===== config.mk =====
export PLATFORM = sky130hd
export DESIGN_NAME = lcd_cfah_cmd_scheduler_flat
export DESIGN_NICKNAME = d
export VERILOG_FILES = /design/src/rtl/lcd_cfah_cmd_scheduler_if.sv /design/src/rtl/lcd_cfah_cmd_scheduler.sv /design/src/flat_wrapper.sv
export SDC_FILE = /design/constraint.sdc
export NUM_CORES = 1
export LEC_CHECK = 0
export ABC_AREA = 0
export BUFFER_PORTS_ARGS = -buffer_cell sky130_fd_sc_hd__buf_4
export CORE_UTILIZATION = 60
export CTS_BUF_LIST = sky130_fd_sc_hd__clkbuf_2
export DETAILED_ROUTE_END_ITERATION = 8
export GPL_TIMING_DRIVEN = 0
export PLACE_DENSITY = 0.89
export SYNTH_ARGS = -nofsm -noshare
export SYNTH_HDL_FRONTEND = slang
export SYNTH_SLANG_ARGS = --single-unit

===== constraint.sdc =====
create_clock -name clk -period 2.6 [get_ports clk]
set_input_delay 0.26 -clock clk [delete_from_list [all_inputs] [get_ports clk]]
set_output_delay 0.26 -clock clk [all_outputs]
set_load 0.01 [all_outputs]

===== src/rtl/lcd_cfah_cmd_scheduler_if.sv =====
// Command-request bus between the LCD clients and the CFAH command scheduler.
// The slave side is the scheduler. The master side is the client/LCD-top side.
interface lcd_cfah_cmd_scheduler_if;
    logic       i_req_init;
    logic       i_req_clear;
    logic       i_req_display_ctrl;
    logic       i_req_update_cgram;
    logic       i_req_update_lcd;
    logic       i_upd_all_char;
    logic       i_upd_line_sel;
    logic [3:0] i_upd_char_pos;
    logic       i_control_done;

    logic       o_start_init;
    logic       o_clear_display_cmd;
    logic       o_display_ctrl_cmd;
    logic       o_update_cgram;
    logic       o_update_lcd;
    logic       o_lcd_all_char;
    logic       o_lcd_line_sel;
    logic [3:0] o_lcd_char_position;
    logic       o_busy;
    logic       o_init_done;
    logic       o_timeout_err;
    logic [4:0] o_pending;

    modport slave (
        input  i_req_init, i_req_clear, i_req_display_ctrl, i_req_update_cgram,
               i_req_update_lcd, i_upd_all_char, i_upd_line_sel, i_upd_char_pos,
               i_control_done,
        output o_start_init, o_clear_display_cmd, o_display_ctrl_cmd, o_update_cgram,
               o_update_lcd, o_lcd_all_char, o_lcd_line_sel, o_lcd_char_position,
               o_busy, o_init_done, o_timeout_err, o_pending
    );

    modport master (
        output i_req_init, i_req_clear, i_req_display_ctrl, i_req_update_cgram,
               i_req_update_lcd, i_upd_all_char, i_upd_line_sel, i_upd_char_pos,
               i_control_done,
        input  o_start_init, o_clear_display_cmd, o_display_ctrl_cmd, o_update_cgram,
               o_update_lcd, o_lcd_all_char, o_lcd_line_sel, o_lcd_char_position,
               o_busy, o_init_done, o_timeout_err, o_pending
    );
endinterface


===== src/rtl/lcd_cfah_cmd_scheduler.sv =====
// LCD CFAH command scheduler. It latches one-cycle client requests into pending bits.
// Requests are granted one at a time by fixed priority (init > clear > dctrl > cgram > lcd).
// Each grant emits a 1-cycle start pulse and then waits for the LCD top's done pulse.
// The wait is guarded by a timeout, and an idle gap follows every completion or abort.
module lcd_cfah_cmd_scheduler #(
    parameter int G_AUTO_INIT      = 1,
    parameter int G_TIMEOUT_CYCLES = 2**20,
    parameter int G_GAP_CYCLES     = 4
) (
    input  logic                       clk,
    input  logic                       rst_n,
    lcd_cfah_cmd_scheduler_if.slave    bus
);
    localparam int CW = $clog2(G_TIMEOUT_CYCLES + 1);
    localparam int GW = $clog2(G_GAP_CYCLES + 1);
    localparam logic [CW-1:0] TO_LAST  = CW'(G_TIMEOUT_CYCLES - 1);
    localparam logic [CW-1:0] TO_MAX   = CW'(G_TIMEOUT_CYCLES);
    localparam logic [GW-1:0] GAP_LAST = GW'(G_GAP_CYCLES - 1);

    typedef enum logic [1:0] {S_IDLE, S_ISSUE, S_WAIT, S_GAP} state_t;

    state_t        state_q;
    logic [4:0]    pend_q, pend_d;
    logic [4:0]    gnt_q;
    logic [4:0]    pulse_q;
    logic [CW-1:0] to_cnt_q;
    logic [GW-1:0] gap_cnt_q;
    logic          armed_q;       // low only in the first cycle after reset release
    logic          init_done_q;
    logic          timeout_err_q;
    logic          sh_all_q, sh_line_q;
    logic [3:0]    sh_pos_q;
    logic          lcd_all_q, lcd_line_q;
    logic [3:0]    lcd_pos_q;

    logic [4:0]    req, elig, sel;
    logic          grant_en;

    // Priority select over eligible pending bits; set wins over grant-clear
    always_comb begin
        req  = {bus.i_req_update_lcd, bus.i_req_update_cgram, bus.i_req_display_ctrl,
                bus.i_req_clear, bus.i_req_init};
        elig = pend_q & {{4{init_done_q}}, 1'b1};
        sel  = 5'b00000;
        if      (elig[0]) sel = 5'b00001;
        else if (elig[1]) sel = 5'b00010;
        else if (elig[2]) sel = 5'b00100;
        else if (elig[3]) sel = 5'b01000;
        else if (elig[4]) sel = 5'b10000;
        grant_en = (state_q == S_IDLE) && (sel != 5'b00000);
        pend_d   = (pend_q & ~(grant_en ? sel : 5'b00000)) | req;
        if (!armed_q && (G_AUTO_INIT != 0)) pend_d[0] = 1'b1;
    end

    // Scheduler FSM with pending/shadow capture and all registered outputs
    always_ff @(posedge clk or negedge rst_n) begin
        if (!rst_n) begin
            state_q       <= S_IDLE;
            pend_q        <= '0;
            gnt_q         <= '0;
            pulse_q       <= '0;
            to_cnt_q      <= '0;
            gap_cnt_q     <= '0;
            armed_q       <= 1'b0;
            init_done_q   <= 1'b0;
            timeout_err_q <= 1'b0;
            sh_all_q      <= 1'b0;
            sh_line_q     <= 1'b0;
            sh_pos_q      <= '0;
            lcd_all_q     <= 1'b0;
            lcd_line_q    <= 1'b0;
            lcd_pos_q     <= '0;
        end else begin
            armed_q <= 1'b1;
            pend_q  <= pend_d;
            pulse_q <= '0;
            if (bus.i_req_update_lcd) begin
                sh_all_q  <= bus.i_upd_all_char;
                sh_line_q <= bus.i_upd_line_sel;
                sh_pos_q  <= bus.i_upd_char_pos;
            end
            case (state_q)
                S_IDLE: if (grant_en) begin
                    state_q <= S_ISSUE;
                    gnt_q   <= sel;
                    pulse_q <= sel;
                    // re-init blocks everything else until it completes again
                    if (sel[0]) init_done_q <= 1'b0;
                    if (sel[4]) begin
                        lcd_all_q  <= sh_all_q;
                        lcd_line_q <= sh_line_q;
                        lcd_pos_q  <= sh_pos_q;
                    end
                end
                S_ISSUE: begin
                    // done is deliberately not sampled here
                    state_q  <= S_WAIT;
                    to_cnt_q <= '0;
                end
                S_WAIT: begin
                    if (bus.i_control_done) begin
                        state_q   <= S_GAP;
                        gap_cnt_q <= '0;
                        if (gnt_q[0]) init_done_q <= 1'b1;
                    end else if (to_cnt_q == TO_LAST) begin
                        state_q       <= S_GAP;
                        gap_cnt_q     <= '0;
                        timeout_err_q <= 1'b1;
                    end else if (to_cnt_q != TO_MAX) begin
                        to_cnt_q <= to_cnt_q + 1'b1;
                    end
                end
                S_GAP: begin
                    if (gap_cnt_q == GAP_LAST) state_q   <= S_IDLE;
                    else                       gap_cnt_q <= gap_cnt_q + 1'b1;
                end
                default: state_q <= S_IDLE;
            endcase
        end
    end

    assign bus.o_start_init        = pulse_q[0];
    assign bus.o_clear_display_cmd = pulse_q[1];
    assign bus.o_display_ctrl_cmd  = pulse_q[2];
    assign bus.o_update_cgram      = pulse_q[3];
    assign bus.o_update_lcd        = pulse_q[4];
    assign bus.o_lcd_all_char      = lcd_all_q;
    assign bus.o_lcd_line_sel      = lcd_line_q;
    assign bus.o_lcd_char_position = lcd_pos_q;
    assign bus.o_busy              = (state_q != S_IDLE);
    assign bus.o_init_done         = init_done_q;
    assign bus.o_timeout_err       = timeout_err_q;
    assign bus.o_pending           = pend_q;
endmodule


===== src/flat_wrapper.sv =====
// flat-port wrapper written by rule: the top's interface ports become plain ports
module lcd_cfah_cmd_scheduler_flat 
#(
    parameter int G_AUTO_INIT      = 1,
    parameter int G_TIMEOUT_CYCLES = 2**20,
    parameter int G_GAP_CYCLES     = 4
)
  (clk, rst_n, bus_i_req_init, bus_i_req_clear, bus_i_req_display_ctrl, bus_i_req_update_cgram, bus_i_req_update_lcd, bus_i_upd_all_char, bus_i_upd_line_sel, bus_i_upd_char_pos, bus_i_control_done, bus_o_start_init, bus_o_clear_display_cmd, bus_o_display_ctrl_cmd, bus_o_update_cgram, bus_o_update_lcd, bus_o_lcd_all_char, bus_o_lcd_line_sel, bus_o_lcd_char_position, bus_o_busy, bus_o_init_done, bus_o_timeout_err, bus_o_pending);
  lcd_cfah_cmd_scheduler_if bus_i ();
  input  logic clk;
  input  logic rst_n;
  input wire logic [$bits(bus_i.i_req_init)-1:0] bus_i_req_init;
  input wire logic [$bits(bus_i.i_req_clear)-1:0] bus_i_req_clear;
  input wire logic [$bits(bus_i.i_req_display_ctrl)-1:0] bus_i_req_display_ctrl;
  input wire logic [$bits(bus_i.i_req_update_cgram)-1:0] bus_i_req_update_cgram;
  input wire logic [$bits(bus_i.i_req_update_lcd)-1:0] bus_i_req_update_lcd;
  input wire logic [$bits(bus_i.i_upd_all_char)-1:0] bus_i_upd_all_char;
  input wire logic [$bits(bus_i.i_upd_line_sel)-1:0] bus_i_upd_line_sel;
  input wire logic [$bits(bus_i.i_upd_char_pos)-1:0] bus_i_upd_char_pos;
  input wire logic [$bits(bus_i.i_control_done)-1:0] bus_i_control_done;
  output wire logic [$bits(bus_i.o_start_init)-1:0] bus_o_start_init;
  output wire logic [$bits(bus_i.o_clear_display_cmd)-1:0] bus_o_clear_display_cmd;
  output wire logic [$bits(bus_i.o_display_ctrl_cmd)-1:0] bus_o_display_ctrl_cmd;
  output wire logic [$bits(bus_i.o_update_cgram)-1:0] bus_o_update_cgram;
  output wire logic [$bits(bus_i.o_update_lcd)-1:0] bus_o_update_lcd;
  output wire logic [$bits(bus_i.o_lcd_all_char)-1:0] bus_o_lcd_all_char;
  output wire logic [$bits(bus_i.o_lcd_line_sel)-1:0] bus_o_lcd_line_sel;
  output wire logic [$bits(bus_i.o_lcd_char_position)-1:0] bus_o_lcd_char_position;
  output wire logic [$bits(bus_i.o_busy)-1:0] bus_o_busy;
  output wire logic [$bits(bus_i.o_init_done)-1:0] bus_o_init_done;
  output wire logic [$bits(bus_i.o_timeout_err)-1:0] bus_o_timeout_err;
  output wire logic [$bits(bus_i.o_pending)-1:0] bus_o_pending;
  assign bus_i.i_req_init = bus_i_req_init;
  assign bus_i.i_req_clear = bus_i_req_clear;
  assign bus_i.i_req_display_ctrl = bus_i_req_display_ctrl;
  assign bus_i.i_req_update_cgram = bus_i_req_update_cgram;
  assign bus_i.i_req_update_lcd = bus_i_req_update_lcd;
  assign bus_i.i_upd_all_char = bus_i_upd_all_char;
  assign bus_i.i_upd_line_sel = bus_i_upd_line_sel;
  assign bus_i.i_upd_char_pos = bus_i_upd_char_pos;
  assign bus_i.i_control_done = bus_i_control_done;
  assign bus_o_start_init = bus_i.o_start_init;
  assign bus_o_clear_display_cmd = bus_i.o_clear_display_cmd;
  assign bus_o_display_ctrl_cmd = bus_i.o_display_ctrl_cmd;
  assign bus_o_update_cgram = bus_i.o_update_cgram;
  assign bus_o_update_lcd = bus_i.o_update_lcd;
  assign bus_o_lcd_all_char = bus_i.o_lcd_all_char;
  assign bus_o_lcd_line_sel = bus_i.o_lcd_line_sel;
  assign bus_o_lcd_char_position = bus_i.o_lcd_char_position;
  assign bus_o_busy = bus_i.o_busy;
  assign bus_o_init_done = bus_i.o_init_done;
  assign bus_o_timeout_err = bus_i.o_timeout_err;
  assign bus_o_pending = bus_i.o_pending;
  lcd_cfah_cmd_scheduler #(.G_AUTO_INIT(G_AUTO_INIT), .G_TIMEOUT_CYCLES(G_TIMEOUT_CYCLES), .G_GAP_CYCLES(G_GAP_CYCLES)) u_core (.clk(clk), .rst_n(rst_n), .bus(bus_i));
endmodule

Yosys cells after proc, flatten, opt, wreduce, memory -nomap -nowiden
Index checks and enable logic that the tools add are counted.

Register bits after elaboration: 52. Bits of input ports: 14. Output and inout port bits: 19. Logic and storage cells: 78.

Add/sub/neg operators: 2. Equal/unequal tests: 16. Muxes and demuxes: 26. Bitwise operators: 5. Reductions and logical operators: 14.

Operators by type and width (count): two-way mux 21 bit (3); case mux 21 bit (2 select lines) (1); two-way mux 5 bit (7); adder 21 x 1 -> 21 bit (second input constant) (1); == test 21 x 20 -> 1 bit (second input constant) (1); inequality test 21 bit (second input constant) (1); AND reduction 3 bit (4); bitwise AND 5 bit (2); inequality test 2 x 1 -> 1 bit (second input constant) (5); two-way mux 3 bit (3); two-way mux 2 bit (4); inequality test 2 bit (second input constant) (4); case mux 2 bit (4 select lines) (1); nonzero test 2 bit (4); case mux 3 bit (2 select lines) (1); two-way mux 1 bit (5); inverter 5 bit (1); OR 5 bit (1); AND reduction 5 bit (1); nonzero test 5 bit (1); == test 2 bit (second input constant) (2); AND reduction 4 bit (1); adder 3 x 1 -> 3 bit (second input constant) (1); == test 3 x 2 -> 1 bit (second input constant) (1); 7 further kinds (7).

Depth between registers and ports, before layout
Gate-level depths: netlist of the first run.

Word-level depth: 13. Gate-level depth with buffers: 8. Gate-level depth less buffers: 7.

Least setup slack after synthesis of the first run
Ideal clock, no wire load.

Kind: reg-to-reg. From: register u_core.to_cnt_q[0]. To: register u_core.to_cnt_q[10]. Library setup time: 82 ps. Arrival: 2014 ps. Data required time: 2518 ps. Slack: 504 ps. Cell stages (with the launch flop): 8. Buffers on the path: 1. Clock period less this slack: 2096 ps. Cell sequence: dfrtp_1 > ha_1 > nand4_1 > or4_4 > o21ai_4 > o21bai_2 > buf_2 > a31oi_1.

Cells in the longest elaborated chain, start to end: 5. Elaborated cells on any way between the ends: 10. Classes of those cells: add/sub (1); eq/ne (4); mux (4); reduce/logical (1).

RTL lines: start: declaration (line lcd_cfah_cmd_scheduler.sv:26) `logic [CW-1:0] to_cnt_q;`; start signal: assignment (line lcd_cfah_cmd_scheduler.sv:110) `to_cnt_q <= to_cnt_q + 1'b1;`; adder 21 x 1 -> 21 bit (line lcd_cfah_cmd_scheduler.sv:110); two-way mux 21 bit (line lcd_cfah_cmd_scheduler.sv:109) `end else if (to_cnt_q != TO_MAX) begin`; two-way mux 21 bit (line lcd_cfah_cmd_scheduler.sv:105) `end else if (to_cnt_q == TO_LAST) begin`; two-way mux 21 bit (line lcd_cfah_cmd_scheduler.sv:101) `if (bus.i_control_done) begin`; case mux 21 bit (2 select lines) (line lcd_cfah_cmd_scheduler.sv:82) `case (state_q)`.

Several ways; a longest one is shown, not always the timed one. The select of a mux whose other input is x is not followed. A chain may end at the register's enable or synchronous reset.

Worst setup path in the final report of the first run
From: register u_core.to_cnt_q[1]. To: register u_core.to_cnt_q[7].

Same word-level chain as after synthesis.

==> out/metrics.cfg, run 1 <==
[sta]
fin_crit_sh_pct = 94.49
maxSlewHeadroom_pct = 47.72
setup_violations = 0
fin_worst_skew_ns = 0.03386
hold_violations = 0
min_period_ns = 2.457
timing.hold.ws_ns = 0.04875
rsz0062_at_grt = yes
worst_slew_pin_slew_ns = 0.7782
fmax_mhz = 407.0
drv_slew = 0

[cells_and_area]
fill_cells = 258
diodes = 0
nNetsFinal = 320
stdcell_count = 349
layout.area.seq_um2 = 1303
drive_gt1_share_pct = 24.08
areaGrowthSynthToFinish_pct = 18.57
multi_input_area_um2 = 1235
design_area_um2 = 3099
mostFrequentLayoutCells = 51 x dfrtp_1, 31 x buf_4, 23 x nand2_1, 19 x a31oi_1, 15 x inv_1
layout_commonest_cell = dfrtp_1

[synth]
synthArstFlopShare_pct = 100.0
synth_edf_count = 0
synthFlopType = dfrtp_1
ys_seq_elements = 52
syn-instance-count = 250
synth.avg_cell_area_um2 = 10.46
synth_cell_types = 50
synth_warnings = 0
yosysSeqAreaShare_pct = 49.78
synth_nets = 272
syn-cell-area_um2 = 2614

[power_and_ir_drop]
p_switching_mw = 0.8162
sequentialPowerShare_pct = 45.0
p_leak_nw = 1.389
pwr-share-comb_pct = 35.2
netSwitchingFraction_pct = 37.31
p_int_mw = 1.372
p_total_mw = 2.188
p_per_area_nw_per_um2 = 705.9
vdd_drop_max_mv = 0.7216
clockPowerShare_pct = 19.8

[global_routing]
grt_start_max_net_pins = 53
grt_pass1_wl_um = 10490
grt.overflow.total = 0
grt_pass1_vias = 2118
antenna_found_initial = 0
grt_usage_pct = 31.51

[detailed_routing]
vias = 2284
wl_per_cell_um = 19.68
drtIter0Drc = 183
dr.pass1.iters = 5
ant_nets = 0
routed_wl_um = 6869
via_per_inst = 6.544
route.detailed.drc = 0

[clock_network]
worstSkewPairLatency_ns = 0.48
cts_tree = done
cts.sinks = 52
clock_path_buffers = 2
clk_pin_slew_ns = 0.25
cts_root_buf = clkbuf_2
post_cts_buffers = 0
cts_buffers = 5
cts-htree-levels = 2

[die]
ioPinCount = 33
fp.dieW_um = 68
core-area_um2 = 4086
dieArea_um2 = 4624
die_y_um = 68
row_count = 23
start_util_pct = 63.96

[critical_path]
arrival_ns = 2.86
cp-start-kind = flop
crit_path_max_incr_delay_ns = 0.62
cp_slowest_cell = or4_4
cp-end-kind = flop
critPathRequiredTime_ns = 3.00
crit_path_max_fanout = 10
path_cells = ha_1 > nand4_1 > or4_4 > o21ai_4 > o21bai_2 > buf_2 > a31oi_1
path_class = flop to flop

[place]
dp_cells = 331
placed_area_um2 = 2909
port_buffers = 31
gp_congestion = 0.9444
dp_hpwl_um = 4130

[worst_hold_path]
min_path_type = input pin to flop

[run]
maxCapViolCount = 0

[outcome]
status = finished clean

==> layout make-up <==
| cell class | instances | area share, % |
|---|---|---|
| clock buffer | 5 | 0.8074 |
| clock inverter | 3 | 1.373 |
| timing repair buffer | 41 | 10.74 |
| inverter | 15 | 1.817 |
| tap | 50 | 2.019 |
| buffer | 10 | 1.373 |
| sequential | 52 | 42.03 |
| multi-input combinational | 173 | 39.85 |
==> timing repair <==
action | in CTS | in global routing
setup endpoints to repair | 0 | 12
hold endpoints to repair | 57 | 4
resized for setup | 0 | 5
hold buffers | 6 | 4
==> registers in the layout, indices dropped and copies added (netlist names) <==
register / count
u_core.bus.o_lcd_char_position: 4
u_core.gap_cnt_q: 3
u_core.gnt_q: 1
u_core.bus.o_lcd_line_sel: 1
u_core.bus.o_lcd_all_char: 1
u_core.sh_all_q: 1
u_core.bus.o_init_done: 1
u_core.sh_line_q: 1
u_core.sh_pos_q: 4
u_core.pulse_q: 5
u_core.bus.o_pending: 5
u_core.state_q: 2
u_core.bus.o_timeout_err: 1
u_core.armed_q: 1
u_core.to_cnt_q: 21
==> synthesized netlist by cell type (3+ instances only) <==
cell | instances | area [um^2]
o21ai_0 | 9 | 45.04
a21oi_1 | 4 | 20.02
nor2_1 | 8 | 30.03
inv_1 | 15 | 56.30
a22o_1 | 3 | 26.28
nand2_1 | 23 | 86.33
nand4_1 | 5 | 31.28
mux2_2 | 13 | 146.4
buf_2 | 4 | 20.02
nor4_1 | 5 | 31.28
clkbuf_1 | 6 | 22.52
o21ai_1 | 3 | 15.01
o41ai_1 | 3 | 26.28
or3_1 | 5 | 31.28
ha_1 | 8 | 100.1
dfrtp_1 | 52 | 1301
a31oi_1 | 19 | 118.9
nand3_1 | 11 | 55.05
nand2b_1 | 3 | 18.77
mux2i_1 | 6 | 60.06
a41oi_1 | 3 | 26.28
a31o_2 | 4 | 35.03
nor3_1 | 3 | 15.01
==> power by group through the flow <==
stage / clock network (mW) / registers [mW] / logic (mW)
2_1_floorplan: 0 / 0.974 / 0.494
3_3_place_gp: 0 / 0.979 / 0.679
3_5_place_dp: 0 / 0.986 / 0.703
4_1_cts: 0.428 / 0.973 / 0.719
5_1_grt: 0.464 / 0.995 / 0.836
6_report: 0.433 / 0.984 / 0.771
==> critical path: cells and delay by family, from the launching register on <==
| family | cells | cell delay, ns |
|---|---|---|
| compound gates | 3 | 0.64 |
| simple gates | 2 | 0.84 |
| buf+inv | 1 | 0.22 |
| flops | 1 | 0.46 |
| fa+ha+maj | 1 | 0.24 |
==> stage by stage <==
stage	worst slack, ns	util [%]	setup TNS [ns]
detailed placement	0.03987	71.19	0
floorplan	0.5036	-	0
finish	0.1433	75.84	0
global placement	0.1100	71.19	0
CTS	0.02261	74.31	0
global route	-0.01972	75.84	-0.05385
==> layer usage <==
layer | up-vias | share of wire, % | routed length (um) | GRT usage [%]
met3 | 25 | 6.4 | 440 | 7.500
met4 | 0 | 3.5 | 241 | 12.24
li1 | 1031 | - | - | -
met1 | 1108 | 41 | 2842 | 39.59
met2 | 120 | 49 | 3345 | 52.21
met5 | - | 0 | 0 | 0
==> final timing paths <==
kind / end / startpoint / slack, ns / cells after the start
worst max-delay path: u_core.to_cnt_q[7] / u_core.to_cnt_q[1] / 0.14 / 7
worst min-delay path: u_core.bus.o_pending[0] / bus_i_req_init / 0.05 / 3
worst max register to register: u_core.to_cnt_q[7] / u_core.to_cnt_q[1] / 0.14 / 7
worst min register to register: u_core.bus.o_pending[0] / u_core.armed_q / 0.51 / 1
max in group asynchronous: u_core.to_cnt_q[0] / rst_n / 1.85 / 2
min in group asynchronous: u_core.bus.o_lcd_char_position[0] / rst_n / 0.30 / 2
==> cells by family (layout without fill, tap and decap cells) <==
group / count (synthesis) / in the layout / share of synthesized area (%)
AND/OR/NAND/NOR: 80 / 80 / 16.71
AO/OA/AOI/OAI: 64 / 64 / 17.43
flip-flops: 52 / 52 / 49.78
buffers and inverters: 25 / 74 / 3.782
multiplexers: 20 / 20 / 8.329
adder cells (fa/ha/maj): 8 / 8 / 3.830
other: 1 / 1 / 0.1435
No activity file was read; power rests on OpenSTA's default activity.
==> run 2: changes to the inputs <==
--- a/config.mk
+++ b/config.mk
@@ -11,7 +11,7 @@
 export CTS_BUF_LIST = sky130_fd_sc_hd__clkbuf_2
 export DETAILED_ROUTE_END_ITERATION = 8
 export GPL_TIMING_DRIVEN = 0
-export PLACE_DENSITY = 0.89
+export PLACE_DENSITY = 0.82
 export SYNTH_ARGS = -nofsm -noshare
 export SYNTH_HDL_FRONTEND = slang
 export SYNTH_SLANG_ARGS = --single-unit
==> out/metrics.cfg, run 2 (synthesized netlist as in run 1, its figures left out) <==
[place]
port_buffers = 31
placed_area_um2 = 2909
gp_congestion = 0.9714
dp_hpwl_um = 3896

[sta]
hold_violations = 0
rsz0062_at_grt = yes
fmax_mhz = 399.5
maxSlewHeadroom_pct = 44.64
setup_violations = 0
fin_crit_sh_pct = 96.29
min_period_ns = 2.503
fin_worst_skew_ns = 0.02094
worst_slew_pin_slew_ns = 0.8241
drv_slew = 0

[power_and_ir_drop]
p_total_mw = 2.376
p_leak_nw = 1.435
p_per_area_nw_per_um2 = 748.4
vdd_drop_max_mv = 0.7880

[global_routing]
antenna_found_initial = 0
grt_usage_pct = 27.72
grt_start_max_net_pins = 53
grt.overflow.total = 0
grt_pass1_wl_um = 9356
grt_pass1_vias = 1994

[clock_network]
cts_buffers = 5
cts_tree = done
clk_pin_slew_ns = 0.27
cts-htree-levels = 2
worstSkewPairLatency_ns = 0.46
cts_root_buf = clkbuf_2
cts.sinks = 52
clock_path_buffers = 2

[cells_and_area]
design_area_um2 = 3174
mostFrequentLayoutCells = 51 x dfrtp_1, 35 x buf_4, 23 x nand2_1, 19 x a31oi_1, 15 x inv_1
areaGrowthSynthToFinish_pct = 21.45
fill_cells = 270
largest_reg_flops = 21
layout_commonest_cell = dfrtp_1
largest-register = u_core.to_cnt_q
nNetsFinal = 325
drive_gt1_share_pct = 24.67
diodes = 0

[detailed_routing]
wl_per_cell_um = 17.26
via_per_inst = 6.153
drtIter0Drc = 206
vias = 2178
dr.pass1.iters = 4
route.detailed.drc = 0
routed_wl_um = 6111
ant_nets = 0

[die]
fp.dieW_um = 68
core-area_um2 = 4086
dieArea_um2 = 4624
row_count = 23
ioPinCount = 33
start_util_pct = 63.96
die_y_um = 68

[critical_path]
critPathRequiredTime_ns = 2.99
r2r_start = u_core.to_cnt_q[5]
cp_slowest_cell = nor3_1
r2r_cells = 5
rrSetupSlack_ns = 0.1
crit_path_max_incr_delay_ns = 0.70
path_class = flop to flop
cp_top_family = simple AND/OR/NAND/NOR gates
r2r-end = u_core.state_q[1]
cp-start-kind = flop
crit_path_max_fanout = 8
arrival_ns = 2.89
critPathBufInv = 0
path_cells = nand2_1 > nor3_1 > a21oi_2 > a311oi_1 > mux2_2
cp-end-kind = flop

[outcome]
status = finished clean

[worst_hold_path]
hold_start = bus_i_control_done
min_to = u_core.bus.o_init_done
min_path_type = input pin to flop
hold_depth = 3

[run]
maxCapViolCount = 0

==> run 2: what timing repair did <==
item	in CTS	in global routing
endpoints found under the setup margin	1	11
buffers inserted	0	4
endpoints found under the hold margin	56	6
gates resized for setup	1	2
hold buffers	5	6
==> run 2: worst max path at each step <==
stage | from | endpoint | slack, ns | cells past startpoint
final | u_core.to_cnt_q[5] | u_core.state_q[1] | 0.1 | 5
after detailed placement | u_core.state_q[0] | u_core.to_cnt_q[11] | -0.02 | 8
after global routing | u_core.state_q[0] | u_core.to_cnt_q[11] | -0.04 | 8
after floorplan | u_core.to_cnt_q[0] | u_core.to_cnt_q[10] | 0.50 | 7
after CTS | u_core.to_cnt_q[0] | u_core.to_cnt_q[17] | 0.14 | 7
after global placement | u_core.state_q[0] | u_core.to_cnt_q[11] | 0.1 | 8
==> run 2: through the flow <==
stage	instances	hold slack, ns	setup TNS, ns	setup slack, ns	util [%]
floorplan	250	-0.03559	0	0.5036	-
global placement	331	0.3271	0	0.09812	71.19
detailed placement	331	0.3276	-0.01562	-0.01562	71.19
CTS	344	0.002909	0	0.1394	75.32
global route	354	0.09647	-0.1595	-0.04330	77.68
finish	354	0.09062	0	0.09658	77.68
==> run 2: metal layers <==
layer	part of all wire, %	vias up	global-route usage [%]	routed length [um]
met5	0	-	0	0
met4	1.5	0	12.76	91
met3	5.9	10	8.167	358
met2	49	70	41.42	2997
met1	44	1061	37.01	2663
li1	-	1037	-	-
==> run 2: final cells by class <==
class	instances	area, um^2	area share (%)
Clock buffer	5	25.02	0.7883
Multi-Input combinational cell	173	1222	38.51
Inverter	15	56.30	1.774
Sequential cell	52	1303	41.03
Tap cell	50	62.56	1.971
Buffer	10	42.54	1.340
Clock inverter	3	90.09	2.838
Timing Repair Buffer	46	372.9	11.75
==> run 2: power by group <==
part,switching [mW],internal (mW)
logic,0.441,0.335
clock network,0.273,0.354
registers,0.0762,0.896
total,0.791,1.59
==> run 2: tightest hold or removal path, stage by stage <==
cell,delay [ns]
buf_4,0.09
a31oi_1,0.07
a21oi_1,0.11
